===== src/rtl/rf_pkg.sv =====
// Shared types and helpers for the reg_file register file.
// Configuration macro RF_BYPASS_EN is interpreted by rf_read_port.
package rf_pkg;

  localparam int RF_WIDTH_DEF = 32;
  localparam int RF_DEPTH_DEF = 32;

  typedef enum logic {
    RF_IDLE  = 1'b0,
    RF_CLEAR = 1'b1
  } rf_state_e;

  // DEPTH need not be a power of two, so the top of the address space can be unmapped
  function automatic logic addr_in_range(input logic [31:0] addr, input logic [31:0] depth);
    return addr < depth;
  endfunction

endpackage


===== src/rtl/rf_read_port.sv =====
// One registered read port: range check, busy masking and output register.
// With RF_BYPASS_EN defined, a same-cycle write to the read address is forwarded.
module rf_read_port
  import rf_pkg::*;
#(
  parameter int WIDTH  = RF_WIDTH_DEF,
  parameter int DEPTH  = RF_DEPTH_DEF,
  parameter int ADDR_W = $clog2(DEPTH)
) (
  input  logic              clk,
  input  logic              rst_n,
  input  logic              busy,
  input  logic              re,
  input  logic [ADDR_W-1:0] raddr,
  input  logic [WIDTH-1:0]  mem_rdata,
  input  logic              wr_valid,
  input  logic [ADDR_W-1:0] waddr,
  input  logic [WIDTH-1:0]  wdata,
  output logic [WIDTH-1:0]  rdata
);

  logic             in_range;
  logic [WIDTH-1:0] rdata_reg;
  logic [WIDTH-1:0] rdata_next;

  always_comb begin
    in_range   = addr_in_range(32'(raddr), 32'(DEPTH));
    rdata_next = '0;
    if (!busy && in_range) begin
`ifdef RF_BYPASS_EN
      if (wr_valid && (waddr == raddr)) begin
        rdata_next = wdata;
      end else begin
        rdata_next = mem_rdata;
      end
`else
      rdata_next = mem_rdata;
`endif
    end
  end

`ifndef RF_BYPASS_EN
  // Forwarding inputs are only consumed by the bypass build
  logic unused_bypass;
  assign unused_bypass = &{1'b0, wr_valid, waddr, wdata};
`endif

  always_ff @(posedge clk or negedge rst_n) begin
    if (!rst_n) begin
      rdata_reg <= '0;
    end else if (re) begin
      rdata_reg <= rdata_next;
    end
  end

  assign rdata = rdata_reg;

endmodule


===== src/rtl/reg_file.sv =====
// WIDTH x DEPTH register file: one write port, two registered read ports and a
// clear sequencer that zeroes all entries after reset or on clr_req. Macro: RF_BYPASS_EN.
module reg_file
  import rf_pkg::*;
#(
  parameter  int WIDTH  = RF_WIDTH_DEF,
  parameter  int DEPTH  = RF_DEPTH_DEF,
  localparam int ADDR_W = $clog2(DEPTH)
) (
  input  logic              clk,
  input  logic              rst_n,
  input  logic              clr_req,
  output logic              busy,
  input  logic              we,
  input  logic [ADDR_W-1:0] waddr,
  input  logic [WIDTH-1:0]  wdata,
  input  logic              re_a,
  input  logic [ADDR_W-1:0] raddr_a,
  output logic [WIDTH-1:0]  rdata_a,
  input  logic              re_b,
  input  logic [ADDR_W-1:0] raddr_b,
  output logic [WIDTH-1:0]  rdata_b
);

  localparam logic [ADDR_W-1:0] LAST_ADDR = ADDR_W'(DEPTH - 1);

  rf_state_e         state_reg, state_next;
  logic [ADDR_W-1:0] cnt_reg, cnt_next;

  logic              wr_valid;
  logic              mem_we;
  logic [ADDR_W-1:0] mem_waddr;
  logic [WIDTH-1:0]  mem_wdata;

  logic [WIDTH-1:0]  mem [DEPTH];

  always_ff @(posedge clk or negedge rst_n) begin
    if (!rst_n) begin
      state_reg <= RF_CLEAR;
      cnt_reg   <= '0;
    end else begin
      state_reg <= state_next;
      cnt_reg   <= cnt_next;
    end
  end

  always_comb begin
    state_next = state_reg;
    cnt_next   = cnt_reg;
    case (state_reg)
      RF_IDLE: begin
        if (clr_req) begin
          state_next = RF_CLEAR;
          cnt_next   = '0;
        end
      end
      RF_CLEAR: begin
        if (cnt_reg == LAST_ADDR) begin
          state_next = RF_IDLE;
          cnt_next   = '0;
        end else begin
          cnt_next = cnt_reg + ADDR_W'(1);
        end
      end
      default: begin
        state_next = RF_IDLE;
        cnt_next   = '0;
      end
    endcase
  end

  // The sweep owns the write port while busy; a clear request drops a coincident write
  always_comb begin
    busy      = (state_reg == RF_CLEAR);
    wr_valid  = 1'b0;
    mem_we    = 1'b0;
    mem_waddr = waddr;
    mem_wdata = wdata;
    if (state_reg == RF_CLEAR) begin
      mem_we    = 1'b1;
      mem_waddr = cnt_reg;
      mem_wdata = '0;
    end else if (we && !clr_req && addr_in_range(32'(waddr), 32'(DEPTH))) begin
      wr_valid = 1'b1;
      mem_we   = 1'b1;
    end
  end

  // Storage carries no reset; the clear sweep initialises it
  always_ff @(posedge clk) begin
    if (mem_we) begin
      mem[mem_waddr] <= mem_wdata;
    end
  end

  logic              re_v    [2];
  logic [ADDR_W-1:0] raddr_v [2];
  logic [WIDTH-1:0]  rdata_v [2];

  assign re_v[0]    = re_a;
  assign re_v[1]    = re_b;
  assign raddr_v[0] = raddr_a;
  assign raddr_v[1] = raddr_b;
  assign rdata_a    = rdata_v[0];
  assign rdata_b    = rdata_v[1];

  genvar gi;
  generate
    for (gi = 0; gi < 2; gi++) begin : g_rport
      rf_read_port #(
        .WIDTH (WIDTH),
        .DEPTH (DEPTH),
        .ADDR_W(ADDR_W)
      ) u_rport (
        .clk      (clk),
        .rst_n    (rst_n),
        .busy     (busy),
        .re       (re_v[gi]),
        .raddr    (raddr_v[gi]),
        .mem_rdata(mem[raddr_v[gi]]),
        .wr_valid (wr_valid),
        .waddr    (waddr),
        .wdata    (wdata),
        .rdata    (rdata_v[gi])
      );
    end
  endgenerate

endmodule


===== config.mk =====
export PLATFORM = sky130hd
export DESIGN_NAME = reg_file
export DESIGN_NICKNAME = d
export VERILOG_FILES = /design/src/rtl/rf_pkg.sv /design/src/rtl/rf_read_port.sv /design/src/rtl/reg_file.sv
export SDC_FILE = /design/constraint.sdc
export NUM_CORES = 1
export LEC_CHECK = 0
export BUFFER_PORTS_ARGS = -buffer_cell sky130_fd_sc_hd__buf_2
export CAP_MARGIN = 20
export CORE_AREA = 2 2 323 325
export CTS_BUF_LIST = sky130_fd_sc_hd__clkbuf_4
export CTS_CLUSTER_SIZE = 40
export DETAILED_ROUTE_END_ITERATION = 12
export DIE_AREA = 0 0 325 327
export GPL_TIMING_DRIVEN = 0
export PLACE_DENSITY = 0.68
export SLEW_MARGIN = 40
export SYNTH_ARGS = -nofsm -noshare
export SYNTH_HDL_FRONTEND = slang
export SYNTH_SLANG_ARGS = --single-unit

===== constraint.sdc =====
create_clock -name clk -period 3.2 [get_ports clk]
set_input_delay 0.64 -clock clk [delete_from_list [all_inputs] [get_ports clk]]
set_output_delay 0.64 -clock clk [all_outputs]
set_load 0.02 [all_outputs]

---- Word-level counts from Yosys, hierarchy flattened ----
Memories as Yosys holds them, arrays and structs flattened.
Index checks and enable logic that the tools add are counted.
word-level totals
  memories kept ........................... 1
  word-level logic and storage cells ...... 25
  output and inout port bits .............. 65
  register bits after elaboration ......... 70
  bits in writable memories ............... 1,024
  bits in latches ......................... 0
  ROM bits ................................ 0
operators by class
  mux-type cells .......................... 14
  reductions and logical operators ........ 2
  add/subtract/negate cells ............... 1
  div/mod/pow operators ................... 0
  bitwise gates (word level) .............. 1
  equality and inequality tests ........... 2
  shift operators ......................... 0
  $lt $le $gt $ge ......................... 0
  multiply operators ...................... 0
memories
  name  words  bits a word  read ports  clocked after memory_dff  write ports  line            text
  mem   32     32           2           0                         1            reg_file.sv:35  logic [WIDTH-1:0] mem [DEPTH];
operators with widths
  operator                                                       number
  32-bit two-way mux                                             3
  5-bit two-way mux                                              3
  5-bit one-hot mux with 2 select lines                          1
  1-bit two-way mux                                              6
  5-bit by 1-bit adder with 5-bit output, second input constant  1
  5-bit equality test, second input constant                     1
  2-bit inequality test, second input constant                   1
  1-bit one-hot mux with 2 select lines                          1
  1-bit logical AND                                              1
  1-bit zero test                                                1
  1-bit inverter                                                 1

---- Depth between registers and ports, before layout ----
  word-level depth ........................ 6
  mapped depth ............................ 10
  depth with buffers taken out ............ 5

---- Hierarchy ----
Synthesis repeated with hierarchy kept, for this count alone.
second synthesis, totals
  cells, all modules ...................... 3,745
  area, all modules ....................... 52,195.1 um2
modules (own cells, without submodules)
  module        seq. area each (um2)  cells each  times used  area each (um2)
  reg_file      30,900.9              3,469       1           49,379.9
  rf_read_port  800.8                 138         2           1,407.6

---- Least setup slack after synthesis ----
No wires, ideal clock.
  kind .................................... reg-to-reg
  start point ............................. reg state_reg (netlist: busy)
  end point ............................... mem mem[18][0] (netlist bit), enable pin
  setup time .............................. 0.421 ns
  required time ........................... 2.779 ns
  slack ................................... -0.201 ns
  cell stages (with the launch flop) ...... 6
  arrival time ............................ 2.980 ns
  period minus slack after synthesis ...... 3.401 ns
  path through ............................ dfstp_2 > clkbuf_1 > clkbuf_1 > mux2i_1 > nand2_1 > nor2_1
on the way
  word-level cells in the longest chain between the ends .. 3
  elaborated cells between the ends (all ways) .. 4
RTL lines
  what                                     line            text
  from (decl)                              reg_file.sv:27  rf_state_e state_reg, state_next;
  from (signal assigned)                   reg_file.sv:42  state_reg <= state_next;
  1-bit two-way mux                        reg_file.sv:79  if (state_reg == RF_CLEAR) begin
  1-bit two-way mux                        reg_file.sv:91  if (mem_we) begin
  1-bit two-way mux (implied by the code)  reg_file.sv:92  mem[mem_waddr] <= mem_wdata;
  to (decl)                                reg_file.sv:35
Several ways; a longest one is shown, not always the timed one.

---- Worst setup path in the final report ----
  start point ............................. reg state_reg (netlist: busy)
  end point ............................... mem mem[25][25] (netlist bit), enable pin
Same word-level chain as after synthesis.

==> run_results.csv <==
group,metric,value,unit
die,die_h,327,µm
synthesis,synthTopCellsByArea,"edfxtp_1 (60%), mux4_2 (11%), mux2i_1 (10%)",
synthesis,synth-compound-area-share,7.61,%
sta,fin_ws,-0.257,ns
route,top_layer_used,"met5",
die,ios,118,
power,p_leak,21.9,nW
route,first_pass_iters,6,
place,port-buffer-count,113,
worst_setup_path,crit_chain,"clkinv_2 > o21ai_0 > nand2_2 > nor2_4 > buf_16 > buf_8",
sta,max_slew_margin,33.4,%
sta,fin_crit,3.46,ns
synthesis,synthCells,2923,
cells_and_area,nets,3559,
route,drt_iter0_markers,5616,
die,core_region_area,0.103,mm²
synthesis,seq_area_frac_synth,63.8,%
worst_setup_path,slowest_delay,0.84,ns
route,drc,0,
synthesis,synth_common_cells,"edfxtp_1 (1024), mux2i_1 (531), mux4_2 (256), mux2_2 (113), a22o_1 (112)",
global_routing,grt_overflow_total,0,
cells_and_area,drive_above_1_share,34.7,%
outcome,violations,"setup timing",
sta,hold_violations,0,
worst_setup_path,crit_arrival,4.32,ns
sta,rsz0062_at_grt,"true",
cells_and_area,area_delta_synth_final,18.2,%
worst_setup_path,start_kind,"register",
route,m1WireLength,63700,µm
die,initial_utilization,49.5,%
worst_setup_path,path_class,"reg2reg",
die,fp.dieArea,0.106,mm²
die,die_w,325,µm
cells_and_area,largest_register_ffs,1024,
die,num_rows,118,
power,vdd_drop_max,0.728,mV
synthesis,syn_area,0.0509,mm²
place,placed_area,0.0558,mm²
cells_and_area,fill_cells,7807,
worst_setup_path,cpMaxStageDelayCell,"dfstp_2",
synthesis,yosysWarnings,0,
synthesis,ys_async_sr_fraction,6.40,%
cells_and_area,fin_area,0.0602,mm²
worst_setup_path,worstPathRequired,4.06,ns
power,p_int,0.0287,W
min_path,hold_class,"in2reg",
cts,cts_max_level,5,
sta,setup_violations,214,
global_routing,grt_pass1_wl,261000,µm
route,dr_wl_met3,25800,µm
sta,worstMarginPinSlew,0.998,ns
synthesis,synth_most_common_cell,"edfxtp_1",
global_routing,grt_max_degree,42,
global_routing,track_usage,35.6,%
global_routing,grt_pass1_vias,35100,
synthesis,synth_top_cell_by_area,"edfxtp_1",
cts,numCtsBuffers,304,
route,wl_met2,84800,µm
place,dp_hpwl,137000,µm
synthesis,synth_edf_count,1024,
synthesis,yosysUniqueCellTypes,33,
power,power_frac_comb,24.2,%
power,p_sw,0.0141,W
place,post-place-ws,-1.09,ns
cts,root_buffer,"clkbuf_4",
sta,fin_skew,0.0987,ns
flow_run,maxCapViolCount,0,
synthesis,synth_nets,2978,
cells_and_area,fin_cells,5096,
power,swShare,33.0,%
route,ant_nets,0,
power,pwr_density_cell,711,mW/mm²
synthesis,synthMuxAreaShare,24.3,%
sta,max_freq,0.289,GHz
sta,period_share,108,%
worst_setup_path,endpoint_kind,"register",
synthesis,synthFlopType,"edfxtp_1",
synthesis,syn_avg_cell_area,17.4,µm²
sta,timing.hold.ws,0.0912,ns
synthesis,synthXorXnorAreaFrac,0.0344,%
sta,fin_tns_setup,-20.05,ns
worst_setup_path,critical_path.top_delay_family,"simple AND/OR/NAND/NOR gates",
route,wire_per_inst,37.5,µm
synthesis,synth_top_area_share,60.4,%
route,vias,34900,
cts,cts_tree,"done",
cts,cts.sinks,1094,
cts,clockBufferDepth,4,
sta,slew_violations,0,
outcome,outcome,"finished with violations",
synthesis,synth_top_family_by_area,"multiplexers",
route,routed_via_density,6.85,
power,clockPowerShare,29.6,%
cts,clk_pin_slew,0.07,ns
synthesis,synthSimpleGateAreaFrac,1.76,%
cts,insertion_delay,1.23,ns
worst_setup_path,cp_max_fo,15,
global_routing,antenna_found_initial,11,
place,place_congestion,1.10,
synthesis,ys_seq_elements,1094,
place,place_inst,4514,
synthesis,yosys.area_share.adder,0.0491,%
route,routed_wl,191000,µm
power,pwr-share-seq,46.3,%
worst_setup_path,cp_num_buf_inv,3,
-- per-layer routing --
layer	global-route usage [%]	up-vias
li1	-	13600
met2	53.1	2981
met1	43.2	17600
met3	12.4	663
met4	26.4	8
met5	0	-
-- per-stage QoR --
stage / total power (W) / util, %
floorplan: 0.0241 / -
global placement: 0.0279 / 51.7
detailed placement: 0.0297 / 54.2
CTS: 0.0422 / 58.3
global route: 0.0438 / 58.5
finish: 0.0428 / 58.5
-- tightest hold or removal path: cells and delay by family --
kind                   cells  cell delay (ns)
AOI/OAI and AO/OA          2             0.38
buffers and inverters      1             0.26
-- timing repair --
action	in CTS	in global routing
hold buffers	37	0
pin swaps	9	1
gates resized for setup	5	1
buffers inserted	10	10
endpoints found under the hold margin	555	0
endpoints found under the setup margin	1011	77
-- placed cells by master (no fill, tap or decap), types with 3 or more instances in the layout --
master	n
buf_16	48
a221oi_1	94
nand2_2	4
mux2_2	113
inv_2	3
buf_8	49
dfrtp_1	69
nor2_4	32
a21oi_1	111
diode_2	14
nor2_1	7
nand2b_1	3
buf_6	32
buf_1	16
inv_1	6
mux2i_1	530
o221ai_1	47
clkinv_1	48
a22o_1	112
clkbuf_1	86
clkinv_2	10
a22oi_1	51
mux4_2	256
buf_2	168
nor2b_4	32
nor2b_1	6
nand3_1	39
clkbuf_4	439
a221oi_2	17
o2bb2ai_1	47
o21ai_0	6
clkbuf_2	29
edfxtp_1	1024
buf_4	40
bufinv_16	5
dlygate4sd3_1	36
nand2_1	69
-- cell type report --
cell class,instances,area (µm²),area share [%]
Multi-Input combinational cell,1591,17700,29.4
Timing Repair Buffer,276,3220,5.36
Clock buffer,439,3300,5.48
Clock inverter,65,387,0.642
Sequential cell,1094,32500,54.0
Antenna cell,14,35.0,0.0582
Tap cell,1380,1730,2.87
Inverter,7,27.5,0.0457
Buffer,230,1260,2.10
-- power groups by stage --
stage	clock (W)	sequential [W]	combinational (W)
6_report	0.0127	0.0198	0.0103
5_1_grt	0.0135	0.0199	0.0104
4_1_cts	0.0127	0.0197	0.00984
3_5_place_dp	0	0.0200	0.00975
3_3_place_gp	0	0.0201	0.00779
2_1_floorplan	0	0.0198	0.00425
-- logic make-up after synthesis --
kind of cell / Yosys count
xor gates and xnor gates: 2
DFF: 1094
AOI/OAI and AO/OA: 490
adders and majority gates: 2
buffers and inverters: 238
muxes: 900
and+or+nand+nor: 197
-- worst paths after layout --
check	from	endpoint	slack [ns]	cells past startpoint
setup / recovery	busy	mem[25][25]	-0.26	6
hold / removal	raddr_b[4]	g_rport[1].u_rport.rdata[31]	0.09	3
setup reg to reg	busy	mem[25][25]	-0.26	6
hold reg to reg	g_rport[0].u_rport.rdata[23]	g_rport[0].u_rport.rdata[23]	0.56	1
max in group asynchronous	rst_n	busy	2.24	4
min in group asynchronous	rst_n	g_rport[1].u_rport.rdata[10]	0.60	4
Power figures use the tool's default switching activity.
